[config.mk]
export PLATFORM = sky130hd
export DESIGN_NAME = vga_sync_decoder
export DESIGN_NICKNAME = d
export VERILOG_FILES = /design/src/rtl/vga_sync_decoder.sv
export SDC_FILE = /design/constraint.sdc
export NUM_CORES = 1
export LEC_CHECK = 0
export CAP_MARGIN = 20
export CELL_PAD_IN_SITES_DETAIL_PLACEMENT = 0
export CELL_PAD_IN_SITES_GLOBAL_PLACEMENT = 1
export CORE_ASPECT_RATIO = 0.75
export CORE_MARGIN = 3
export CORE_UTILIZATION = 42
export CTS_CLUSTER_DIAMETER = 60
export DETAILED_ROUTE_END_ITERATION = 6
export PLACE_DENSITY = 0.93
export SKIP_LAST_GASP = 1
export SLEW_MARGIN = 20
export SYNTH_ARGS = -nofsm -noshare
export SYNTH_HDL_FRONTEND = slang
export SYNTH_SLANG_ARGS = --single-unit
[constraint.sdc]
create_clock -name clk -period 4.4 [get_ports clk]
set_clock_uncertainty 0.2 [all_clocks]
set_input_delay 0.66 -clock clk [delete_from_list [all_inputs] [get_ports clk]]
set_output_delay 0.66 -clock clk [all_outputs]
set_load 0.02 [all_outputs]
[src/rtl/vga_sync_decoder.sv]
// Recovers h/v position, pixel coordinates and data-enable from sampled active-low HSYNC/VSYNC, with lock and fault tracking.
// Latency: HSYNC low sampled at edge N gives h_pos==0 at edge N+2; free-running, no backpressure.
module vga_sync_decoder #(
    parameter int H_TOTAL     = 3200,
    parameter int H_SYNC      = 384,
    parameter int H_BACK      = 192,
    parameter int H_ACTIVE    = 2560,
    parameter int H_TOL       = 8,
    parameter int V_TOTAL     = 521,
    parameter int V_SYNC      = 2,
    parameter int V_BACK      = 29,
    parameter int V_ACTIVE    = 480,
    parameter int PIX_LOG2    = 2,
    parameter int LOCK_FRAMES = 2
) (
    input  logic        clk,
    input  logic        reset,
    input  logic        hsync_in,
    input  logic        vsync_in,
    output logic [11:0] h_pos,
    output logic [9:0]  v_line,
    output logic [9:0]  pix_x,
    output logic [8:0]  pix_y,
    output logic        de,
    output logic        locked,
    output logic        frame_start,
    output logic        sync_err,
    output logic [7:0]  err_count
);

    localparam logic [12:0] PERIOD_LO = 13'(H_TOTAL - H_TOL);
    localparam logic [12:0] PERIOD_HI = 13'(H_TOTAL + H_TOL);
    localparam logic [11:0] H_TIMEOUT = 12'(H_TOTAL + H_TOL - 1);
    localparam logic [11:0] H_DE0     = 12'(H_SYNC + H_BACK);
    localparam logic [11:0] H_DE1     = 12'(H_SYNC + H_BACK + H_ACTIVE);
    localparam logic [9:0]  V_DE0     = 10'(V_SYNC + V_BACK);
    localparam logic [9:0]  V_DE1     = 10'(V_SYNC + V_BACK + V_ACTIVE);
    localparam logic [10:0] V_LEN     = 11'(V_TOTAL);
    localparam int          GW        = (LOCK_FRAMES < 2) ? 1 : $clog2(LOCK_FRAMES + 1);
    localparam logic [GW-1:0] GOOD_MAX = GW'(LOCK_FRAMES);

    typedef enum logic [1:0] {
        SEARCH  = 2'd0,
        MEASURE = 2'd1,
        LOCKED  = 2'd2
    } state_t;

    state_t        state, state_nxt;
    logic [GW-1:0] good, good_nxt, good_inc;

    logic hs_s1, hs_s2, hs_hist;
    logic vs_s1, vs_s2, vs_hist;
    logic hfall, vfall;

    logic        v_pend;
    logic        h_seen;
    logic        f_seen;
    logic        to_fired;
    logic [12:0] period;
    logic        fs_now;
    logic        line_bad, frame_bad, timeout, bad;
    logic [11:0] h_off;

    // Synchronizers idle high so a reset never manufactures a falling edge.
    always_ff @(posedge clk or posedge reset) begin
        if (reset) begin
            hs_s1   <= 1'b1;
            hs_s2   <= 1'b1;
            hs_hist <= 1'b1;
            vs_s1   <= 1'b1;
            vs_s2   <= 1'b1;
            vs_hist <= 1'b1;
        end else begin
            hs_s1   <= hsync_in;
            hs_s2   <= hs_s1;
            hs_hist <= hs_s2;
            vs_s1   <= vsync_in;
            vs_s2   <= vs_s1;
            vs_hist <= vs_s2;
        end
    end

    assign hfall = !hs_s2 && hs_hist;
    assign vfall = !vs_s2 && vs_hist;

    assign period    = {1'b0, h_pos} + 13'd1;
    assign fs_now    = hfall && (v_pend || vfall);
    assign line_bad  = hfall && h_seen && !to_fired &&
                       ((period < PERIOD_LO) || (period > PERIOD_HI));
    // A line that already timed out is reported once; its closing fall is not re-checked.
    assign timeout   = !hfall && h_seen && !to_fired && (h_pos == H_TIMEOUT);
    assign frame_bad = fs_now && f_seen && (({1'b0, v_line} + 11'd1) != V_LEN);
    assign bad       = line_bad || frame_bad || timeout;

    always_ff @(posedge clk or posedge reset) begin
        if (reset) begin
            h_pos       <= '0;
            v_line      <= '0;
            v_pend      <= 1'b0;
            h_seen      <= 1'b0;
            f_seen      <= 1'b0;
            to_fired    <= 1'b0;
            frame_start <= 1'b0;
            sync_err    <= 1'b0;
            err_count   <= '0;
        end else begin
            frame_start <= fs_now;
            sync_err    <= bad;

            if (hfall) begin
                h_pos  <= '0;
                h_seen <= 1'b1;
            end else if (h_pos != 12'hFFF) begin
                h_pos <= h_pos + 12'd1;
            end

            if (hfall) begin
                to_fired <= 1'b0;
            end else if (timeout) begin
                to_fired <= 1'b1;
            end

            if (fs_now) begin
                v_line <= '0;
                v_pend <= 1'b0;
                f_seen <= 1'b1;
            end else begin
                if (vfall) begin
                    v_pend <= 1'b1;
                end
                if (hfall && (v_line != 10'h3FF)) begin
                    v_line <= v_line + 10'd1;
                end
            end

            if (bad && (err_count != 8'hFF)) begin
                err_count <= err_count + 8'd1;
            end
        end
    end

    always_ff @(posedge clk or posedge reset) begin
        if (reset) begin
            state <= SEARCH;
            good  <= '0;
        end else begin
            state <= state_nxt;
            good  <= good_nxt;
        end
    end

    assign good_inc = good + GW'(1);

    always_comb begin
        state_nxt = state;
        good_nxt  = good;
        case (state)
            SEARCH: begin
                if (!bad && fs_now) begin
                    state_nxt = MEASURE;
                    good_nxt  = '0;
                end
            end
            MEASURE: begin
                if (bad) begin
                    state_nxt = SEARCH;
                end else if (fs_now) begin
                    good_nxt = good_inc;
                    if (good_inc == GOOD_MAX) begin
                        state_nxt = LOCKED;
                    end
                end
            end
            LOCKED: begin
                if (bad) begin
                    state_nxt = SEARCH;
                end
            end
            default: state_nxt = SEARCH;
        endcase
    end

    assign locked = (state == LOCKED);

    assign de = locked &&
                (h_pos >= H_DE0) && (h_pos < H_DE1) &&
                (v_line >= V_DE0) && (v_line < V_DE1);

    assign h_off = h_pos - H_DE0;
    assign pix_x = de ? 10'(h_off >> PIX_LOG2) : '0;
    assign pix_y = de ? 9'(v_line - V_DE0) : '0;

endmodule

==> results of run 1 <==
==> path summary, 6_finish.rpt <==
path                           endpoint  slack (ps)
setup / recovery               pix_x[3]         460
hold / removal                    vs_s2         160
setup reg to reg           err_count[1]        1030
hold reg to reg                   vs_s2         160
max in group asynchronous     h_pos[11]        2910
min in group asynchronous       good[0]         610
==> logic make-up after synthesis <==
group	count (synthesis)
xor gates and xnor gates	26
AOI/OAI and AO/OA	68
and+or+nand+nor	138
DFF	46
adders and majority gates	11
muxes	4
buffers and inverters	34
==> Yosys cell counts, types with 3 or more instances <==
master / number / share of area (%)
a21oi_1: 17 / 2.9
and2_1: 5 / 1.1
and3_1: 6 / 1.3
and4_1: 4 / 1.2
buf_2: 9 / 1.5
buf_4: 5 / 1.3
clkbuf_1: 6 / 0.77
dfrtp_1: 40 / 34
dfstp_2: 6 / 5.4
ha_1: 11 / 4.7
inv_1: 13 / 1.7
nand2_1: 19 / 2.4
nand2b_1: 11 / 2.3
nand3_1: 17 / 2.9
nand4_1: 7 / 1.5
nand4b_1: 4 / 1.2
nor2_1: 40 / 5.1
nor2b_1: 4 / 0.85
nor3_1: 6 / 1.0
nor4_1: 4 / 0.85
o211ai_1: 6 / 1.5
o21ai_0: 17 / 2.9
o31ai_1: 3 / 0.77
xnor2_1: 21 / 6.3
xor2_1: 5 / 1.5
==> routing by layer <==
metal,vias up,wire length [um]
li1,1242,-
met1,1212,3610
met2,77,2950
met3,6,448
met4,0,53
met5,-,0
==> layout make-up <==
cell class	count	area [um2]
fill	580	2920
clock buffer	7	86.3
clock inverter	1	8.76
sequential	46	1160
multi-input combinational	247	1630
inverter	13	50.0
timing repair buffer	59	583
tap	81	101
==> critical path, stage by stage (launching register included) <==
cell and delay (ps):
dfrtp_1 510, ha_1 340, and4_1 300, nor4_1 360, nand2_1 130, nand3_2 290
inv_1 140, and2_1 180, clkdlybuf4s50_1 530
==> per-stage QoR <==
stage / instance area, um2 / setup WS [ps] / instances
after floorplan: 2940 / 1340 / 327
after global placement: 3510 / 670 / 446
after detailed placement: 3510 / 572 / 446
after CTS: 3610 / 215 / 454
after global routing: 3620 / 215 / 454
final: 3620 / 460 / 454
==> timing repair <==
action / CTS / global route
gates resized for setup: 0 / 1
endpoints found under the setup margin: 0 / 4
setup buffers: 0 / 0
==> registers in the layout, summed over array words and instances, names as in the netlist, 2 cells and up <==
name	flops
good	2
v_line	10
h_pos	12
state	2
err_count	8
==> power breakdown <==
group	internal [mW]	switching, mW
Clock	0.130	0.155
Combinational	0.198	0.211
Sequential	0.487	0.120
Total	0.815	0.486
==> flow_summary.json, run 1 <==
{
  "firstDrtPassIters": 4,
  "relSlewSlack_pct": 45.9,
  "clk_pin_slew_ps": 100,
  "hp-start": "vs_s1",
  "drt.antenna.violating_nets": 0,
  "vdd_drop_max_v": 0.000257,
  "port_buffers": 56,
  "drtIter0Drc": 183,
  "via_count": 2537,
  "fp-row-count": 25,
  "die_h_um": 78.4,
  "vias_per_cell": 5.59,
  "synthToLayoutAreaGrowth_pct": 23.0,
  "grt_overflow": 0,
  "worstSetupStartpoint": "v_line[0]",
  "synth_compound_area_share_pct": 15.9,
  "synth_seq_area_share_pct": 39.4,
  "io_pins": 57,
  "drive_above_1_share_pct": 6.97,
  "ctsHoldBuffers": 0,
  "setup_viol": 0,
  "synth-edff-count": 0,
  "cts.sinks": 46,
  "grt_pass1_vias": 2311,
  "synth_xor_area_share_pct": 7.75,
  "async_reset_ff_share_pct": 100,
  "netlist_instances": 327,
  "grt-busiest-layer": "met1",
  "grt_max_degree": 47,
  "hp-class": "flip-flop to flip-flop",
  "h-tree-depth": 2,
  "wl_per_cell_um": 15.5,
  "drc": 0,
  "status": "finished, final reports clean",
  "final_core_util_pct": 55.3,
  "worstPathMaxFanout": 16,
  "critPathKind": "flip-flop to output pin",
  "total_power_mw": 1.30,
  "clk_latency_ps": 300,
  "slew_viol_final": 0,
  "nets": 387,
  "synth_mux_area_share_pct": 1.45,
  "reg2reg_from": "v_line[0]",
  "cts_inserted_buffers": 5,
  "leakagePower_nw": 1.41,
  "core_um2": 6540,
  "routed_wl_um": 7060,
  "final_hold_viol_count": 0,
  "grtUsageMet2_pct": 25.6,
  "avgSynthCellArea_um2": 8.99,
  "hold_slack_ps": 161,
  "period_needed_ps": 3940,
  "crit_arrival_ps": 3080,
  "antenna_found_initial": 0,
  "layout_common_cells": "clkdlybuf4s50_1, nor2_1, dfrtp_1, xnor2_1, nand2_1",
  "met1_usage_pct": 28.9,
  "synthAdderAreaFrac_pct": 4.68,
  "min_path_cells": 0,
  "dieArea_um2": 8050,
  "hpwlAfterDp_um": 5070,
  "cts_root_buf": "clkbuf_8",
  "cp-end-kind": "output pin",
  "grt_usage_pct": 18.3,
  "finalSetupTns_ps": 0,
  "post-route-period-util_pct": 89.6,
  "fmax_mhz": 254,
  "tightest_slew_ps": 810,
  "final_common_cell": "clkdlybuf4s50_1",
  "clk_path_buf_depth": 2,
  "cts_tree": "yes",
  "synthSimpleGateAreaFrac_pct": 25.4,
  "rsz0062_at_grt": "false",
  "critPathLaunchType": "flip-flop",
  "cellPowerDensity_nw_per_um2": 360,
  "reg2reg_depth": 7,
  "grt_util_met3_pct": 3.37,
  "required_ps": 3540,
  "start_util_pct": 45.0,
  "synth_warnings": 0,
  "netlist_area_um2": 2940,
  "die_x_um": 103,
  "grt_pass1_wl_um": 11800,
  "antennaDiodeCount": 0,
  "synth.distinct_cells": 59,
  "syn_nets": 342,
  "synth_top_flop_cell": "dfrtp_1",
  "synth_seq_cells": 46,
  "finalWeightedCongestion": 0.912,
  "synth_top_family_by_area": "simple AND/OR/NAND/NOR gates",
  "maxCapViolations": 0
}
(Power assumes the default switching activity.)
==> inputs of run 2 (changes only) <==
--- a/config.mk
+++ b/config.mk
@@ -11,8 +11,8 @@
 export CORE_ASPECT_RATIO = 0.75
 export CORE_MARGIN = 3
-export CORE_UTILIZATION = 42
+export CORE_UTILIZATION = 39
 export CTS_CLUSTER_DIAMETER = 60
 export DETAILED_ROUTE_END_ITERATION = 6
-export PLACE_DENSITY = 0.93
+export PLACE_DENSITY = 0.88
 export SKIP_LAST_GASP = 1
 export SLEW_MARGIN = 20
==> constraint.sdc (replaced) <==
create_clock -name clk -period 4.3 [get_ports clk]
set_clock_uncertainty 0.2 [all_clocks]
set_input_delay 0.86 -clock clk [delete_from_list [all_inputs] [get_ports clk]]
set_output_delay 0.86 -clock clk [all_outputs]
set_load 0.02 [all_outputs]
==> flow_summary.json, run 2 (same netlist as run 1, synthesis figures left out) <==
{
  "cellPowerDensity_nw_per_um2": 371,
  "hpwlAfterDp_um": 5350,
  "worstSetupStartpoint": "h_pos[8]",
  "final_common_cell": "clkdlybuf4s50_1",
  "post-route-period-util_pct": 94.1,
  "min_path_cells": 0,
  "clk_path_buf_depth": 2,
  "drc": 0,
  "io_pins": 57,
  "crit_arrival_ps": 2990,
  "finalSetupTns_ps": 0,
  "reg_top3": "h_pos (12), v_line (10), err_count (8)",
  "cts_root_buf": "clkbuf_8",
  "vdd_drop_max_v": 0.000306,
  "synthToLayoutAreaGrowth_pct": 26.8,
  "fp-row-count": 26,
  "hp-start": "vs_s1",
  "final_hold_viol_count": 0,
  "whs_endpoint": "vs_s2",
  "setup_viol": 0,
  "cp_slowest_stage_delay_ps": 630,
  "status": "finished, final reports clean",
  "r2r_end": "err_count[1]",
  "maxCapViolations": 0,
  "grt_pass1_wl_um": 12500,
  "cp-end-kind": "output pin",
  "die_h_um": 81.2,
  "layout_common_cells": "clkdlybuf4s50_1, nor2_1, dfrtp_1, xnor2_1, nand2_1",
  "worst_path_max_delay_cell": "clkdlybuf4s50_1",
  "critPathKind": "flip-flop to output pin",
  "path_cells": "or4_1 > o211ai_1 > nand3_1 > buf_4 > a21oi_1 > clkdlybuf4s50_1",
  "period_needed_ps": 4050,
  "drive_above_1_share_pct": 9.69,
  "stdcell_area_um2": 3730,
  "via_count": 2548,
  "vias_per_cell": 5.31,
  "wl_per_cell_um": 15.3,
  "worstPathMaxFanout": 14,
  "firstDrtPassIters": 5,
  "grt_pass1_vias": 2357,
  "cts_inserted_buffers": 5,
  "required_ps": 3240,
  "reg2reg_from": "v_line[1]",
  "rsz0062_at_grt": "false",
  "grt_max_degree": 47,
  "leakagePower_nw": 1.47,
  "reg2reg_depth": 7,
  "nets": 396,
  "hp-class": "flip-flop to flip-flop",
  "cts_tree": "yes",
  "crit_family": "simple AND/OR/NAND/NOR gates",
  "antenna_found_initial": 0,
  "routed_wl_um": 7350,
  "clk_latency_ps": 300,
  "start_util_pct": 41.6,
  "grt_usage_pct": 17.9,
  "grt_overflow": 0,
  "crit_buf_inv": 2,
  "h-tree-depth": 2,
  "cts.sinks": 46,
  "tightest_slew_ps": 825,
  "largest_register": "h_pos",
  "postCtsSetupRepairBufs": 0,
  "dpl-instance-area_um2": 3600,
  "drt.antenna.violating_nets": 0,
  "clk_pin_slew_ps": 90,
  "r2r_slack_ps": 1130,
  "relSlewSlack_pct": 45.0,
  "finalWeightedCongestion": 0.876,
  "slew_viol_final": 0,
  "antennaDiodeCount": 0,
  "die_x_um": 106,
  "largest_register_ff_count": 12,
  "fmax_mhz": 247,
  "critPathLaunchType": "flip-flop",
  "drtIter0Drc": 153,
  "port_buffers": 56,
  "core_um2": 7060,
  "dieArea_um2": 8620
}
-- run 2: cell types whose count changed in the layout (fill, tap and decap cells not counted) --
| cell | previous run | this run |
|---|---|---|
| nor4_1 | 4 | 3 |
| clkbuf_1 | 1 | 0 |
| ha_1 | 11 | 10 |
| clkinv_2 | 1 | 2 |
| nor4_2 | 0 | 1 |
| ha_2 | 0 | 1 |
| clkbuf_8 | 6 | 5 |
| nand3_2 | 1 | 0 |
| nand3_1 | 16 | 17 |
| bufinv_16 | 0 | 1 |
| buf_4 | 3 | 12 |
-- run 2: where the power goes --
part	switching (mW)	leakage [nW]	total (mW)	internal (mW)
clock	0.153	0.0585	0.327	0.174
combinational	0.251	0.823	0.468	0.217
sequential	0.0885	0.588	0.587	0.499
-- run 2: layer usage --
metal  track usage [%]  wire length [um]  up-vias
met1              27.3              3730     1205
met2              26.0              3110       80
met4              3.10                30        0
li1                  -                 -     1261
met3              3.97               471        2
met5                 0                 0        -
-- run 2: cell type report --
cell class,instances,area [um2]
clock inverters,3,43.8
multi-input cells,247,1630
well taps,98,123
inverters,13,50.0
flip-flops and latches,46,1160
repair buffers,68,651
clock buffers,5,68.8
fillers,660,3330
-- run 2: worst max-delay path by stage --
stage,endpoint,cells after the start,slack (ps)
final,pix_x[6],6,250
after global placement,pix_x[3],8,580
after detailed placement,pix_y[1],8,520
after global routing,pix_x[6],8,40
after floorplan,pix_x[8],9,1040
after CTS,pix_y[1],8,160
-- run 2: what timing repair did --
item,CTS,global route
resized for setup,0,2
hold buffers,0,0
endpoints found under the setup margin,0,13
-- run 2: per-stage QoR --
stage	setup WS [ps]	hold WS, ps	instances	power [mW]	util [%]
2_1_floorplan	1040	145	327	0.874	-
3_3_place_gp	583	145	472	1.06	51.0
3_5_place_dp	520	147	472	1.06	51.0
4_1_cts	162	160	480	1.40	52.6
5_1_grt	40.7	163	480	1.47	52.8
6_report	254	158	480	1.38	52.8
-- run 2: worst reg2reg max path, delay by kind of cell (launching register included) --
family                     cells  cell delay (ps)
adders and majority gates      1              320
AOI/OAI and AO/OA              4             1320
DFF                            1              490
and+or+nand+nor                1              380
muxes                          1              350
